$ cat src/rtl/clken_pkg.sv
// Shared constants, helpers and the config request record for the
// multi-channel clock-enable divider.
package clken_pkg;

  localparam int DIV_W_DEF = 8;
  localparam int CH_MAX_W  = 3;   // up to 8 channels
  localparam int DIV_MAX_W = 16;  // widest divisor the request record can carry

  // Reset divisors for the stock three-channel build: /1, /2, /3.
  localparam logic [3*DIV_W_DEF-1:0] DIV_DEFAULT_3CH = {8'd2, 8'd1, 8'd0};

  // Channel index width, never narrower than one bit.
  function automatic int ch_w(input int n);
    return (n > 1) ? $clog2(n) : 1;
  endfunction

  typedef struct packed {
    logic [CH_MAX_W-1:0]  ch;
    logic [DIV_MAX_W-1:0] div;
  } cfg_req_t;

endpackage

$ cat src/rtl/clken_channel.sv
// One divider channel: wrap counter, terminal-count decode and the
// enable strobe / square-wave outputs.
module clken_channel
  import clken_pkg::*;
#(
  parameter int DIV_W = DIV_W_DEF
) (
  input  logic             clkin,
  input  logic             reset,
  input  logic             zero,      // restart the period at the next edge
  input  logic             load,      // take load_div as the new divisor
  input  logic [DIV_W-1:0] load_div,
  input  logic [DIV_W-1:0] rst_div,
  output logic             tc,
  output logic             ce,
  output logic             sq
);

  logic [DIV_W-1:0] cnt;
  logic [DIV_W-1:0] div;

  assign tc = (cnt == div);
  assign ce = tc & ~reset;
  assign sq = (cnt <= (div >> 1)) & ~reset;

  // Counter wraps at terminal count; a load always lands on a period
  // boundary, so restarting at zero keeps the waveform clean.
  always_ff @(posedge clkin) begin
    if (reset) begin
      cnt <= '0;
      div <= rst_div;
    end else begin
      if (load) div <= load_div;
      if (zero || tc) cnt <= '0;
      else            cnt <= cnt + DIV_W'(1);
    end
  end

endmodule

$ cat src/rtl/clken_divider_multi.sv
// Multi-channel clock-enable generator: per-channel dividers, a one-deep
// divisor update register applied on terminal count or sync, and a
// post-reset hold sequencer for downstream logic.
module clken_divider_multi
  import clken_pkg::*;
#(
  parameter int                          NUM_CH      = 3,
  parameter int                          DIV_W       = DIV_W_DEF,
  parameter logic [NUM_CH*DIV_W-1:0]     DIV_DEFAULT = DIV_DEFAULT_3CH,
  parameter int                          RST_HOLD    = 16,
  localparam int                         CH_W        = ch_w(NUM_CH)
) (
  input  logic              clkin,
  input  logic              reset,
  input  logic              sync,
  input  logic              cfg_valid,
  output logic              cfg_ready,
  input  logic [CH_W-1:0]   cfg_ch,
  input  logic [DIV_W-1:0]  cfg_div,
  output logic              cfg_err,
  output logic [NUM_CH-1:0] ce,
  output logic [NUM_CH-1:0] sq,
  output logic              rst_out
);

  localparam int HOLD_W = $clog2(RST_HOLD + 1);

  cfg_req_t          req;
  logic              pending;
  logic              xfer, in_range, accept, apply;
  logic [NUM_CH-1:0] tc, hit;
  logic [HOLD_W-1:0] hold_cnt;
  logic              hold_done;

  assign cfg_ready = ~pending & ~reset;
  assign xfer      = cfg_valid & cfg_ready;
  assign in_range  = (int'(cfg_ch) < NUM_CH);
  assign accept    = xfer & in_range;
  // Accept needs ~pending, so accept and apply never share an edge.
  assign apply     = pending & (tc[req.ch[CH_W-1:0]] | sync);

  for (genvar i = 0; i < NUM_CH; i++) begin : g_ch
    assign hit[i] = apply & (req.ch == CH_MAX_W'(i));

    clken_channel #(.DIV_W(DIV_W)) u_ch (
      .clkin    (clkin),
      .reset    (reset),
      .zero     (sync | hit[i]),
      .load     (hit[i]),
      .load_div (req.div[DIV_W-1:0]),
      .rst_div  (DIV_DEFAULT[i*DIV_W +: DIV_W]),
      .tc       (tc[i]),
      .ce       (ce[i]),
      .sq       (sq[i])
    );
  end

  // Config register: latch in-range requests, flag out-of-range ones.
  always_ff @(posedge clkin) begin
    if (reset) begin
      pending <= 1'b0;
      req     <= '0;
      cfg_err <= 1'b0;
    end else begin
      if (apply) pending <= 1'b0;
      if (accept) begin
        pending <= 1'b1;
        req.ch  <= CH_MAX_W'(cfg_ch);
        req.div <= DIV_MAX_W'(cfg_div);
      end
      if (xfer && !in_range) cfg_err <= 1'b1;
    end
  end

  assign hold_done = (hold_cnt == HOLD_W'(RST_HOLD));
  assign rst_out   = reset | ~hold_done;

  // Saturating post-reset hold counter.
  always_ff @(posedge clkin) begin
    if (reset)           hold_cnt <= '0;
    else if (!hold_done) hold_cnt <= hold_cnt + HOLD_W'(1);
  end

endmodule
$ cat config.mk
export PLATFORM = sky130hd
export DESIGN_NAME = clken_divider_multi
export DESIGN_NICKNAME = d
export VERILOG_FILES = /design/src/rtl/clken_pkg.sv /design/src/rtl/clken_channel.sv /design/src/rtl/clken_divider_multi.sv
export SDC_FILE = /design/constraint.sdc
export NUM_CORES = 1
export LEC_CHECK = 0
export CAP_MARGIN = 40
export CORE_UTILIZATION = 50
export CTS_BUF_LIST = sky130_fd_sc_hd__clkbuf_4 sky130_fd_sc_hd__clkbuf_8
export DETAILED_ROUTE_END_ITERATION = 7
export PLACE_DENSITY = 0.71
export SKIP_CTS_REPAIR_TIMING = 1
export SYNTH_ARGS = -nofsm -noshare
export SYNTH_HDL_FRONTEND = slang
export SYNTH_SLANG_ARGS = --single-unit
$ cat constraint.sdc
create_clock -name clkin -period 5.2 [get_ports clkin]
set_input_delay 1.04 -clock clkin [delete_from_list [all_inputs] [get_ports clkin]]
set_output_delay 1.04 -clock clkin [all_outputs]
set_load 0.03 [all_outputs]
* Yosys cells after proc, flatten, opt, wreduce, memory -nomap -nowiden
Index checks and enable logic that the tools add are counted.
Widths: inputs -> output; s select.
** Storage, ports and cells
- Logic and storage cells :: 61
- Output and inout bits :: 9
- Bits of input ports :: 14
- Flip-flop bits (word level) :: 65
** Cells by class
- Magnitude comparators :: 5
- Reduce and logical (&&, ||, !) cells :: 10
- Bitwise gates (word level) :: 21
- Mux-type cells :: 4
- Equality and inequality tests :: 6
- Add/sub/neg operators :: 4
** Operators by type and width (number)
- $add 8x1->8 const B :: 3
- $eq 8x8->1 :: 3
- $le 8x7->1 :: 3
- $and 1x1->1 :: 13
- $reduce_or 2->1 :: 3
- $add 5x1->5 const B :: 1
- $eq 5x5->1 const B :: 1
- $or 1x1->1 :: 5
- $logic_not 3->1 :: 1
- $logic_or 1x1->1 :: 3
- $lt 2x3->1 const B :: 1
- $mux 1 :: 3
- $not 1->1 :: 3
- $bmux 1 s2 :: 1
- $eq 2x1->1 const B :: 1
- $eq 2x2->1 const B :: 1
- $lt 2x2->1 const B :: 1
- $reduce_bool 2->1 :: 1
- $logic_and 1x1->1 :: 1
- $logic_not 1->1 :: 1

* Longest topological paths before layout
Gate-level depths: netlist (run 1).
- Depth after elaboration :: 9
- Gate-level depth with buffers :: 8
- Depth with buffers taken out :: 7

* Modules after synthesis
From an unflattened synthesis (run 1), not the netlist that was laid out.
** Second synthesis, totals
- Cells, all modules :: 354
- Area, all modules :: 3644.7 um^2
** By module, submodules not included
- clken_channel (g_ch[0].u_ch ...) :: cells each 89, times used 2, sequential area each 400.4 um^2, area an instance 939.7 um^2
- clken_channel (g_ch[1].u_ch) :: cells each 90, times used 1, sequential area each 400.4 um^2, area an instance 945.9 um^2
- clken_divider_multi :: cells each 86, times used 1, sequential area each 340.3 um^2, area an instance 819.5 um^2

* Worst setup path after synthesis (run 1)
OpenSTA, ideal clock, no wires.
- Path type :: input to output
- Start point :: input port reset
- End point :: output port cfg_ready
- Data arrival time :: 1.844 ns
- Required time :: 4.160 ns
- Stages :: 3
- Path slack :: 2.316 ns
- Buffers on the path :: 2
- Path through :: clkbuf_1 clkbuf_1 nor2_1
** On the way
- Word-level cells in the longest chain between the ends :: 2
** RTL lines
- start, declared :: line clken_divider_multi.sv:14 : input logic reset,
- $not 1->1 :: line clken_divider_multi.sv:35 : assign cfg_ready = ~pending & ~reset;
- $and 1x1->1 :: line clken_divider_multi.sv:35
- end, declared :: line clken_divider_multi.sv:17 : output logic cfg_ready,
Every way passes these cells.

* Final worst setup path (run 1)
- Start point :: register g_ch[1].u_ch.div[4]
- End point :: output port sq[1]
** On the way
- Word-level cells in the longest chain between the ends :: 2
** RTL lines
- start, declared :: line clken_channel.sv:20 : logic [DIV_W-1:0] div;
- start signal, assigned :: line clken_channel.sv:31 : div <= rst_div;
- start signal, assigned :: line clken_channel.sv:33 : if (load) div <= load_div;
- $le 8x7->1 :: line clken_channel.sv:24 : assign sq = (cnt <= (div >> 1)) & ~reset;
- $and 1x1->1 :: line clken_channel.sv:24
- end, declared :: line clken_divider_multi.sv:22 : output logic [NUM_CH-1:0] sq,
Every way passes these cells.

==> results_dict.tcl, run 1 <==
set metrics [dict create \
    status "complete, no violations" \
    grt_pass1_vias 2364 \
    r2r_end "g_ch[0].u_ch.div[0]" \
    holdWs_ns 0.481 \
    cts_max_level 3 \
    grt_max_degree 37 \
    setup_viol_count_final 0 \
    crit_path_max_fanout 3 \
    clk_latency_ns 0.33 \
    worstHoldStart "cfg_err" \
    path_clk_slew_ns 0.07 \
    nets 441 \
    preCtsSetupSlack_ns 1.56 \
    grt_first_pass_wirelength_mm 11.3 \
    die_area_um2 7260 \
    hold_violations 0 \
    diodes 0 \
    crit_chain "inv_1, ha_1, a21oi_1, o21ai_1, a2111o_1, a311oi_1, clkdlybuf4s50_1" \
    start_kind "flip-flop" \
    skew_ns 0.00585 \
    slew_viol_final 0 \
    clkSinkCount 65 \
    ir_worst_vdd_uv 131 \
    area_growth_pct 12.0 \
    max_cap_violations 0 \
    grt.total_usage_pct 19.8 \
    multiInputGateArea_um2 1970 \
    r2r_slack_ns 3.33 \
    met2_length_mm 2.77 \
    whs_endpoint "cfg_err" \
    io_pins 23 \
    die_h_um 85.2 \
    cpPeakStageDelay_ns 0.72 \
    first_pass_iters 4 \
    syn_inst 382 \
    synth_nets 422 \
    cp_data_arrival_time_ns 2.69 \
    cts_tree "yes" \
    max_freq_mhz 268 \
    leakage_uw 0.00174 \
    post-route-period-util_pct 71.7 \
    cts-root-buf "clkbuf_8" \
    routed_wl_mm 6.51 \
    remaining_drc_errors 0 \
    die_x_um 85.2 \
    netlist_area_um2 3460 \
    gp_congestion 0.797 \
    synth_cell_type_count 36 \
    r2r_start "g_ch[0].u_ch.cnt[6]" \
    cpMaxStageDelayCell "clkdlybuf4s50_1" \
    numCtsBuffers 9 \
    min_path_type "reg2reg" \
    drtIter0Drc 87 \
    fin_ws_ns 1.47 \
    clock_path_buffers 2 \
    tightest_slew_ns 0.608 \
    drive_gt1_share_pct 4.94 \
    coreArea_um2 6530 \
    cp-startpoint "g_ch[1].u_ch.div[4]" \
    grt_overflow 0 \
    highest_layer "met4" \
    cp.required_ns 4.16 \
    critical_path_class "reg2out" \
    synth_seq_cells 65 \
    portBuffers 22 \
    ys_seq_area_share_pct 37.6 \
    seqCellArea_um2 1300 \
    yosysWarningCount 0 \
    final.min_clock_period_ns 3.73 \
    antenna_found_initial 0 \
    row_count 29 \
    met3_length_um 173 \
    critical-path-top-delay-family "compound AO/OA/AOI/OAI gates" \
    power_per_cell_area_nw_per_um2 261 \
    dp_hpwl_mm 4.72 \
    avgRoutedWirePerCell_um 13.5 \
    worstSetupEndpointType "output pin" \
    nFillCells 605 \
    wl_met1_mm 3.46 \
    drtAntennaViolNets 0 \
    avgSynthCellArea_um2 9.07 \
    tns_ns 0 \
    rsz0062_at_grt "false" \
    r2r_cells 5 \
    path_buf_inv 2 \
    start_util_pct 53.0 \
    routed_via_density 5.18 \
    relSlewSlack_pct 59.1 \
    hold_depth 2 \
    via_count 2498 \
]
kinds of logic after synthesis:
family,count (synthesis),share of synthesized area (%)
simple gates,139,19.9
buf+inv,43,5.60
mux,33,9.54
compound gates,30,6.36
xor+xnor,46,11.6
flops,65,37.6
fa+ha+maj,26,9.39
state kept, by name (all words and copies together), names as in the netlist:
register       flops
g_ch.u_ch.div     24
g_ch.u_ch.cnt     24
cfg_err            1
pending            1
req               10
hold_cnt           5
routing by layer:
metal | track usage, % | vias to the layer above
met5 | 0 | -
met4 | 9.24 | 0
met3 | 3.02 | 10
li1 | - | 1317
met2 | 28.9 | 26
met1 | 28.6 | 1145
placed cells by master (no fill, tap or decap), types with 2 or more instances in the layout:
cell | synthesis | routed
dfxtp_1 | 65 | 65
nor2_1 | 50 | 50
xor2_1 | 40 | 40
nand2b_1 | 33 | 33
mux2i_1 | 33 | 33
inv_1 | 27 | 27
ha_1 | 26 | 26
clkdlybuf4s50_1 | 0 | 21
nand3_1 | 18 | 18
nand2_1 | 13 | 13
clkbuf_8 | 0 | 12
and3_1 | 9 | 9
nor4_1 | 6 | 6
a21oi_1 | 6 | 6
xnor2_1 | 6 | 6
nor3_1 | 4 | 4
o21a_1 | 4 | 4
nand4_1 | 3 | 3
o21ai_1 | 3 | 3
a211o_1 | 3 | 3
o22ai_1 | 2 | 2
a2111oi_0 | 2 | 2
a211oi_2 | 2 | 2
nor3b_1 | 2 | 2
synthesized netlist by cell type:
library cell / number / area (µm²)
xnor2_1: 6 / 52.6
o31ai_1: 1 / 7.51
o21a_1: 4 / 30.0
nand2_1: 13 / 48.8
nor3_1: 4 / 20.0
dfxtp_1: 65 / 1300
nor2_1: 50 / 188
nand3_1: 18 / 90.1
o21ai_1: 3 / 15.0
a311oi_1: 1 / 8.76
clkbuf_1: 6 / 22.5
a21oi_2: 1 / 8.76
a2111o_1: 1 / 11.3
ha_1: 26 / 325
a31oi_1: 1 / 6.26
xor2_1: 40 / 350
and4_1: 1 / 8.76
a21oi_1: 6 / 30.0
o21ai_0: 1 / 5.00
a21o_1: 1 / 7.51
a211oi_2: 2 / 25.0
buf_6: 1 / 11.3
clkinv_1: 1 / 3.75
o22ai_1: 2 / 12.5
o311ai_1: 1 / 8.76
buf_2: 2 / 10.0
buf_4: 6 / 45.0
nor4_1: 6 / 37.5
nand2b_1: 33 / 206
and3_1: 9 / 56.3
a2111oi_0: 2 / 17.5
nand4_1: 3 / 18.8
inv_1: 27 / 101
a211o_1: 3 / 26.3
nor3b_1: 2 / 15.0
mux2i_1: 33 / 330
area by class of cell:
type                    instances  share of cell area, %
multi-input cells             274                   50.7
flip-flops and latches         65                   33.5
repair buffers                 23                   5.74
clock buffers                  13                   4.45
inverters                      28                   2.71
well taps                      77                   2.48
clock inverters                 2                  0.323
worst max-delay path by stage:
stage,slack [ns],cells past startpoint,to
4_1_cts,1.43,7,sq[1]
5_1_grt,1.28,7,sq[1]
2_1_floorplan,2.32,3,cfg_ready
3_3_place_gp,1.59,5,sq[0]
3_5_place_dp,1.56,5,sq[0]
6_report,1.47,7,sq[1]
worst register-to-register path: cells and delay by family, from the launching register on:
| family | cells | cell delay [ns] |
|---|---|---|
| AOI/OAI and AO/OA | 1 | 0.40 |
| xor gates and xnor gates | 1 | 0.16 |
| DFF | 1 | 0.36 |
| muxes | 1 | 0.24 |
| and+or+nand+nor | 2 | 0.65 |
per-stage QoR:
stage / std cells / cell area, µm² / power [µW] / util [%]
after global routing: 482 / 3880 / 1050 / 59.4
after global placement: 467 / 3690 / 622 / 56.6
after detailed placement: 467 / 3690 / 624 / 56.6
final: 482 / 3880 / 1010 / 59.4
after CTS: 482 / 3880 / 1020 / 59.4
after floorplan: 382 / 3460 / 595 / -
where the power goes:
group	switching [µW]	internal [µW]
sequential	11.1	507
clock	185	214
combinational	50.2	43.6
(Power assumes the default switching activity.)
==> inputs of run 2 (changes only) <==
==> constraint.sdc (replaced) <==
create_clock -name clkin -period 3.7 [get_ports clkin]
set_input_delay 0.74 -clock clkin [delete_from_list [all_inputs] [get_ports clkin]]
set_output_delay 0.74 -clock clkin [all_outputs]
set_load 0.03 [all_outputs]
==> run 2 against run 1 <==
Global-route usage down 0.070 points. Die area unchanged. Clock power rose by 55%. Sequential share of layout area fell by 0.16 points. Final cell count stayed put. First-iteration DRC count grew 47%. Combinational power rose by 40%. Worst setup slack got worse by 1.2 ns. Via count increased by 1.4%. Design area is 0.48% higher. Routed wire length about the same. Sequential power grew 40%. Critical path type unchanged.
==> results_dict.tcl, run 2 (synthesis gave the netlist of run 1 again) <==
set metrics [dict create \
    cts_max_level 3 \
    p_comb_share_pct 8.9 \
    p_switching_uw 343 \
    numCtsBuffers 9 \
    via_count 2533 \
    die_h_um 85.2 \
    clock_path_buffers 2 \
    start_kind "flip-flop" \
    drive_gt1_share_pct 4.94 \
    tns_ns 0 \
    cts_tree "yes" \
    fin_total_pwr_uw 1480 \
    status "complete, no violations" \
    diodes 0 \
    max_cap_violations 0 \
    area_growth_pct 12.5 \
    setup_viol_count_final 0 \
    clkSinkCount 65 \
    start_util_pct 53.0 \
    grt_first_pass_wirelength_mm 11.2 \
    crit_path_max_fanout 3 \
    grt.total_usage_pct 19.7 \
    rsz0062_at_grt "false" \
    first_pass_iters 4 \
    cp.required_ns 2.96 \
    r2r_slack_ns 1.86 \
    die_x_um 85.2 \
    fin_ws_ns 0.292 \
    io_pins 23 \
    drtAntennaViolNets 0 \
    remaining_drc_errors 0 \
    critical_path_class "reg2out" \
    final_area_um2 3900 \
    power_per_cell_area_nw_per_um2 379 \
    grt_pass1_vias 2410 \
    dp_hpwl_mm 4.76 \
    drtIter0Drc 128 \
    tightest_slew_ns 0.683 \
    place_area_um2 3690 \
    clk_latency_ns 0.34 \
    cp_data_arrival_time_ns 2.67 \
    worstSetupEndpointType "output pin" \
    power_frac_seq_pct 49.4 \
    cts-root-buf "clkbuf_8" \
    max_freq_mhz 293 \
    grt_max_degree 47 \
    hold_violations 0 \
    top_regs "g_ch.u_ch.cnt x24, g_ch.u_ch.div x24, req x10" \
    row_count 29 \
    post-route-period-util_pct 92.1 \
    routed_via_density 5.26 \
    layout_common_cells "65 x dfxtp_1, 50 x nor2_1, 40 x xor2_1, 33 x nand2b_1, 33 x mux2i_1" \
    grt_overflow 0 \
    path_clk_slew_ns 0.07 \
    ir_worst_vdd_uv 301 \
    clockPowerShare_pct 41.8 \
    slew_viol_final 0 \
    nets 441 \
    preCtsSetupSlack_ns 0.640 \
    swShare_pct 23.2 \
    routed_wl_mm 6.52 \
    relSlewSlack_pct 54.5 \
    die_area_um2 7260 \
    final.min_clock_period_ns 3.41 \
    gp_congestion 0.808 \
    final_common_cell "dfxtp_1" \
    intPower_uw 1130 \
    min_path_type "reg2reg" \
    leakage_uw 0.00175 \
    skew_ns 0.0109 \
    antenna_found_initial 0 \
    coreArea_um2 6530 \
    portBuffers 22 \
    avgRoutedWirePerCell_um 13.5 \
]
## run 2: cell count changes in the layout (fill, tap and decap cells not counted), sizes merged
cell	previous run	this run
bufinv	0	1
clkinv	2	1
## run 2: per-stage QoR
stage                     hold WS (ns)  instances  util [%]
after floorplan                  0.447        382         -
after global placement           0.457        467      56.6
after detailed placement         0.458        467      56.6
after CTS                        0.475        482      59.7
after global routing             0.529        482      59.7
final                            0.476        482      59.7
## run 2: path summary, 6_finish.rpt
path,to,from,cells past startpoint
setup / recovery,sq[1],g_ch[1].u_ch.div[4],7
hold / removal,cfg_err,cfg_err,2
setup reg to reg,g_ch[2].u_ch.div[2],g_ch[2].u_ch.cnt[2],5
hold reg to reg,cfg_err,cfg_err,2
## run 2: layer usage
layer / wire, µm / track usage (%) / vias up
li1: - / - / 1315
met1: 3250 / 26.7 / 1173
met2: 2910 / 30.1 / 36
met3: 266 / 5.45 / 9
met4: 89 / 7.09 / 0
met5: 0 / 0 / -
## run 2: final cells by class
class	instances	area, µm²
inverters	28	105
flip-flops and latches	65	1300
repair buffers	23	223
fillers	591	2630
clock buffers	13	166
multi-input cells	274	1970
clock inverters	2	37.5
well taps	77	96.3
## run 2: worst max-delay path, stage by stage (launching register included)
cell	delay, ns
dfxtp_1	0.37
inv_1	0.06
ha_1	0.32
a21oi_1	0.13
o21ai_1	0.08
a2111o_1	0.41
a311oi_1	0.26
clkdlybuf4s50_1	0.71
## run 2: power groups by stage
stage | Clock, µW | Combinational (µW) | Sequential [µW]
global route | 665 | 144 | 731
CTS | 637 | 132 | 729
detailed placement | 0 | 131 | 745
floorplan | 0 | 94.6 | 742
finish | 617 | 131 | 729
global placement | 0 | 129 | 744
==> inputs of run 3 (changes only) <==
--- a/config.mk
+++ b/config.mk
@@ -13,4 +13,5 @@
 export SKIP_CTS_REPAIR_TIMING = 1
 export SYNTH_ARGS = -nofsm -noshare
 export SYNTH_HDL_FRONTEND = slang
+export SYNTH_HIERARCHICAL = 1
 export SYNTH_SLANG_ARGS = --single-unit
==> run 3 against run 2 <==
Maximum frequency up 10%. First-iteration DRC count down 50%. Register-to-register slack worse by 0.24 ns. Largest cell class unchanged. Critical path depth down 2. Sequential share of layout area up 2.6 points. Area after synthesis up 5.2%. Synthesized cell count down 7.3%. Core utilization up 2.3 points. Largest power group unchanged.
==> results_dict.tcl, run 3 <==
set metrics [dict create \
    status "complete, no violations" \
    place_area_um2 4050 \
    synth_area_leaders "dfxtp_1 23%, edfxtp_1 20%, ha_1 8.9%" \
    cts_max_level 3 \
    nets 446 \
    max_freq_mhz 323 \
    row_count 30 \
    io_pins 23 \
    drtIter0Drc 64 \
    start_kind "input port" \
    max_cap_violations 0 \
    via_count 2562 \
    netlist_area_um2 3640 \
    gr-usage-met1_pct 27.2 \
    avgSynthCellArea_um2 10.3 \
    grt.total_usage_pct 20.2 \
    layout_common_cells "41 x dfxtp_1, 39 x nor2_1, 31 x inv_1, 29 x xnor2_1, 26 x ha_1" \
    top_usage_layer "met2" \
    met3_usage_pct 3.89 \
    cts-root-buf "clkbuf_8" \
    final_common_cell "dfxtp_1" \
    relSlewSlack_pct 54.0 \
    setup_viol_count_final 0 \
    gp_congestion 0.857 \
    fin_ws_ns 0.604 \
    synth_seq_cells 65 \
    critical_path_class "in2out" \
    remaining_drc_errors 0 \
    tns_ns 0 \
    nFillCells 592 \
    path_clk_slew_ns 0.08 \
    synth_cell_type_count 43 \
    final_area_um2 4280 \
    cts_tree "yes" \
    preCtsSetupSlack_ns 0.586 \
    grt_pass1_vias 2464 \
    clkSinkCount 65 \
    ir_worst_vdd_uv 259 \
    first_pass_iters 4 \
    leakage_uw 0.00173 \
    crit_path_max_fanout 33 \
    top_regs "g_ch.u_ch/cnt x24, g_ch.u_ch/div x24, req x10" \
    hold_violations 0 \
    antenna_found_initial 0 \
    routed_wl_mm 6.84 \
    start_util_pct 52.8 \
    diodes 0 \
    ys_seq_area_share_pct 42.3 \
    min_path_type "reg2reg" \
    area_growth_pct 17.4 \
    numCtsBuffers 9 \
    grt_first_pass_wirelength_mm 11.7 \
    synth_flop_cell "dfxtp_1" \
    coreArea_um2 6910 \
    slew_viol_final 0 \
    die_area_um2 7640 \
    dp_hpwl_mm 4.96 \
    synth_common_cells "41 x dfxtp_1, 39 x nor2_1, 31 x inv_1" \
    r2r_slack_ns 1.62 \
    synth_top_area_share_pct 22.5 \
    die_h_um 87.4 \
    skew_ns 0.0122 \
    stdcell_count 507 \
    final.min_clock_period_ns 3.10 \
    yosysMostFrequentCell "dfxtp_1" \
    routed_via_density 5.05 \
    dp_cells 491 \
    post-route-period-util_pct 83.7 \
    yosysWarningCount 6 \
    die_x_um 87.4 \
    grt_max_degree 34 \
    grt_use_met2_pct 31.9 \
    cp.required_ns 2.96 \
    async_flop_share_pct 0 \
    avgRoutedWirePerCell_um 13.5 \
    synth-edff-count 24 \
    cp_data_arrival_time_ns 2.36 \
    syn_inst 354 \
    portBuffers 22 \
    synth_top_area_cell "dfxtp_1" \
    power_per_cell_area_nw_per_um2 395 \
    grt_overflow 0 \
    rsz0062_at_grt "false" \
    drive_gt1_share_pct 15.1 \
    clock_path_buffers 2 \
    tightest_slew_ns 0.690 \
    drtAntennaViolNets 0 \
    clk_latency_ns 0.33 \
    worstSetupEndpointType "output pin" \
]
-- run 3: cell types whose count changed after synthesis, moves of 11 or more --
cell / before / now
dfxtp_1: 65 / 41
mux2_2: 0 / 24
xor2_1: 40 / 17
xnor2_1: 6 / 29
nor2_1: 50 / 39
edfxtp_1: 0 / 24
nand2b_1: 33 / 0
mux2i_1: 33 / 2
-- run 3: critical path, cell delays in order --
cell,delay [ns]
buf_2,0.31
nor3_1,0.26
o21ai_0,0.12
o21ai_0,0.21
clkdlybuf4s50_1,0.70
-- run 3: worst paths after layout --
| check | from | endpoint | cells after the start |
|---|---|---|---|
| min reg2reg | cfg_err | cfg_err | 1 |
| max reg2reg | g_ch[2].u_ch/cnt[2] | g_ch[2].u_ch/div[3] | 6 |
| max | reset | sq[0] | 5 |
| min | cfg_err | cfg_err | 1 |
-- run 3: area by class of cell --
cell class,instances,area (µm²),area share (%)
clock buffer,10,138,3.22
tap,96,120,2.81
clock inverter,6,90.1,2.11
multi-input combinational,273,2030,47.5
sequential,65,1540,36.0
timing repair buffer,25,238,5.56
inverter,32,120,2.81
-- run 3: per-layer routing --
metal / vias up / part of all wire [%]
li1: 1324 / -
met1: 1198 / 49
met2: 35 / 47
met3: 5 / 2.7
met4: 0 / 1.1
met5: - / 0
-- run 3: per-stage QoR --
step	hold slack, ns	utilization, %	total power (µW)
CTS	0.518	62.0	1710
detailed placement	0.467	58.7	1030
floorplan	0.470	-	970
finish	0.514	62.0	1690
global route	0.529	62.0	1770
global placement	0.466	58.7	1030
-- run 3: power breakdown --
part           switching [µW]  internal [µW]  leakage (µW)
Sequential               37.0            783      0.000577
Clock                     272            400      0.000113
Combinational            99.3           97.8       0.00104
Total                     408           1280       0.00173
-- run 3: kinds of logic after synthesis --
logic type	count (synthesis)	synth area share, %
simple gates	116	18.0
xor+xnor	46	11.1
compound gates	35	7.35
mux	26	7.96
flops	65	42.3
other cells	2	0.206
buf+inv	38	4.22
fa+ha+maj	26	8.93
==> RTL change (settings of run 3) <==
Register the inputs `cfg_valid`, `cfg_ch` and `cfg_div` before use. The logic sees them one clock later. The other inputs are not delayed to match.
--- a/src/rtl/clken_divider_multi.sv
+++ b/src/rtl/clken_divider_multi.sv
@@ -25,6 +25,16 @@
 
   localparam int HOLD_W = $clog2(RST_HOLD + 1);
 
+  logic cfg_valid_q;
+  logic [CH_W-1:0] cfg_ch_q;
+  logic [DIV_W-1:0] cfg_div_q;
+
+  always_ff @(posedge clkin) begin
+    cfg_valid_q <= cfg_valid;
+    cfg_ch_q    <= cfg_ch;
+    cfg_div_q   <= cfg_div;
+  end
+
   cfg_req_t          req;
   logic              pending;
   logic              xfer, in_range, accept, apply;
@@ -33,8 +43,8 @@
   logic              hold_done;
 
   assign cfg_ready = ~pending & ~reset;
-  assign xfer      = cfg_valid & cfg_ready;
-  assign in_range  = (int'(cfg_ch) < NUM_CH);
+  assign xfer      = cfg_valid_q & cfg_ready;
+  assign in_range  = (int'(cfg_ch_q) < NUM_CH);
   assign accept    = xfer & in_range;
   // Accept needs ~pending, so accept and apply never share an edge.
   assign apply     = pending & (tc[req.ch[CH_W-1:0]] | sync);
@@ -65,8 +75,8 @@
       if (apply) pending <= 1'b0;
       if (accept) begin
         pending <= 1'b1;
-        req.ch  <= CH_MAX_W'(cfg_ch);
-        req.div <= DIV_MAX_W'(cfg_div);
+        req.ch  <= CH_MAX_W'(cfg_ch_q);
+        req.div <= DIV_MAX_W'(cfg_div_q);
       end
       if (xfer && !in_range) cfg_err <= 1'b1;
     end
Behaviour: not the same (a bounded check fails within 4 cycles, from zero or initial values and one cycle with reset high).
==> RTL change against run 3 <==
  * First-iteration DRC count is 73% higher
  * Design area rose by 5.6%
  * Critical path depth grew 1
  * Worst setup slack lost 0.0053 ns
  * Core utilization is 0.65 points lower
  * Sequential cell count rose by 11
  * Area after synthesis is 6.0% higher
  * Routed wire length up 2.3%
  * Die area is 5.9% higher
  * Final cell count grew 2.6%
  * Total power is 13% higher
  * Clock power up 14%
  * Critical path type is now reg -> out
  * Critical endpoint unchanged
  * Highest routed layer unchanged
==> RTL change: results (changes against run 3) <==
metric,value,unit,change
status,completed,,
DR vias/cell,5.07,,+0.39%
Synth Area in XOR/XNOR,10.4,%,-0.63 points
drt pass-1 iters,4,,unchanged
DP Area,4270,sq um,+5.5%
Hold Crit Start,cfg_err$_SDFFE_PP0P_,,
top cell types by occurrence after synthesis,"52 x dfxtp_1, 38 x nor2_1, 31 x inv_1",,
post-synthesis mux area share,7.51,%,-0.45 points
Syn. warnings,6,,unchanged
Area contributors post-synth,"dfxtp_1 27%, edfxtp_1 19%, ha_1 8.4%, mux2_2 7.0%, xnor2_1 6.6%",,
leakage power,1.83,nW,+5.8%
Post-Route WL,7000,um,+2.3%
Inst Count DP,504,,+2.6%
vias in the first global route,2571,,+4.3%
Skew-Pair Late Insertion Delay,0.35,ns,+0.02 ns
Global Route Usage Sum,18.8,%,-1.4 points
sequential area share after synthesis,45.6,%,+3.3 points
Netlist cell types,41,,-4.7%
Post-synth EDFFs,24,,unchanged
layout cells sized above 1,14.7,%,-0.36 points
delay of the slowest critical-path stage,0.70,ns,about the same
ys async rst share,0,%,unchanged
largest net degree at the start of global routing,22,,-35%
gpl congestion,0.814,,-5.0%
Slowest cell on crit path,clkdlybuf4s50_1,,
VDD IR max,0.343,mV,+33%
wire per inst,13.5,um,-0.22%
initial antenna violation count,0,,unchanged
Crit. Startpoint,g_ch[0].u_ch/cnt[0]$_SDFF_PP0_,,
Initial DRC Count,111,,+73%
FILL cells,635,,+7.3%
Nets,456,,+2.2%
final HPWL from detailed placement,5050,um,+1.8%
clock root buffer,clkbuf_8,,
maximum clock path buffer count,2,,unchanged
area delta synth->final,16.9,%,
post-synthesis adder-cell area fraction,8.42,%,-0.51 points
Synth Area in Compound Gates,6.90,%,-0.45 points
n_diodes,0,,unchanged
Crit path max-delay family,buffers and inverters,,
switching share of total power,23.7,%,-0.47 points
global-route wire length before repair,12000,um,+3.0%
Worst Skew,0.0117,ns,-0.000492 ns
syn_area_per_cell,10.6,sq um,+3.1%
Worst Path Max Fanout,7,,-79%
IO Port Bufs,22,,unchanged
"worst slack, placed",0.767,ns,+0.181 ns
-- RTL change: cell type report --
type | count | area share (%)
clock inverter | 7 | 2.66
clock buffer | 9 | 2.74
inverter | 32 | 2.66
sequential | 76 | 39.0
timing repair buffer | 25 | 5.26
tap | 99 | 2.74
multi-input combinational | 272 | 44.9
-- RTL change: routing by layer --
| metal | part of all wire [%] | global-route usage [%] |
|---|---|---|
| met1 | 47 | 23.4 |
| met4 | 1.8 | 6.32 |
| met3 | 3.4 | 5.16 |
| met5 | 0 | 0 |
| met2 | 47 | 31.5 |
-- RTL change: power groups by stage --
| stage | combinational [W] | clock [W] | sequential (W) |
|---|---|---|---|
| 2_1_floorplan | 0.000147 | 0 | 0.000952 |
| 4_1_cts | 0.000194 | 0.000786 | 0.000950 |
| 3_5_place_dp | 0.000192 | 0 | 0.000969 |
| 3_3_place_gp | 0.000187 | 0 | 0.000967 |
| 6_report | 0.000194 | 0.000767 | 0.000949 |
| 5_1_grt | 0.000217 | 0.000818 | 0.000955 |
-- RTL change: cell families (layout without fill, tap and decap cells) --
group,after synthesis,in the layout
AOI/OAI and AO/OA,35,35
xor gates and xnor gates,46,46
adders and majority gates,26,26
buffers and inverters,38,73
DFF,76,76
muxes,26,26
other,2,24
and+or+nand+nor,115,115
-- RTL change: worst paths after layout --
path                                   endpoint  slack, ns  depth (start not counted)
setup / recovery                          sq[0]       0.60                          6
hold / removal             cfg_err$_SDFFE_PP0P_       0.47                          1
setup reg to reg  g_ch[2].u_ch/div[3]$_DFFE_PP_       1.69                          6
hold reg to reg            cfg_err$_SDFFE_PP0P_       0.47                          1
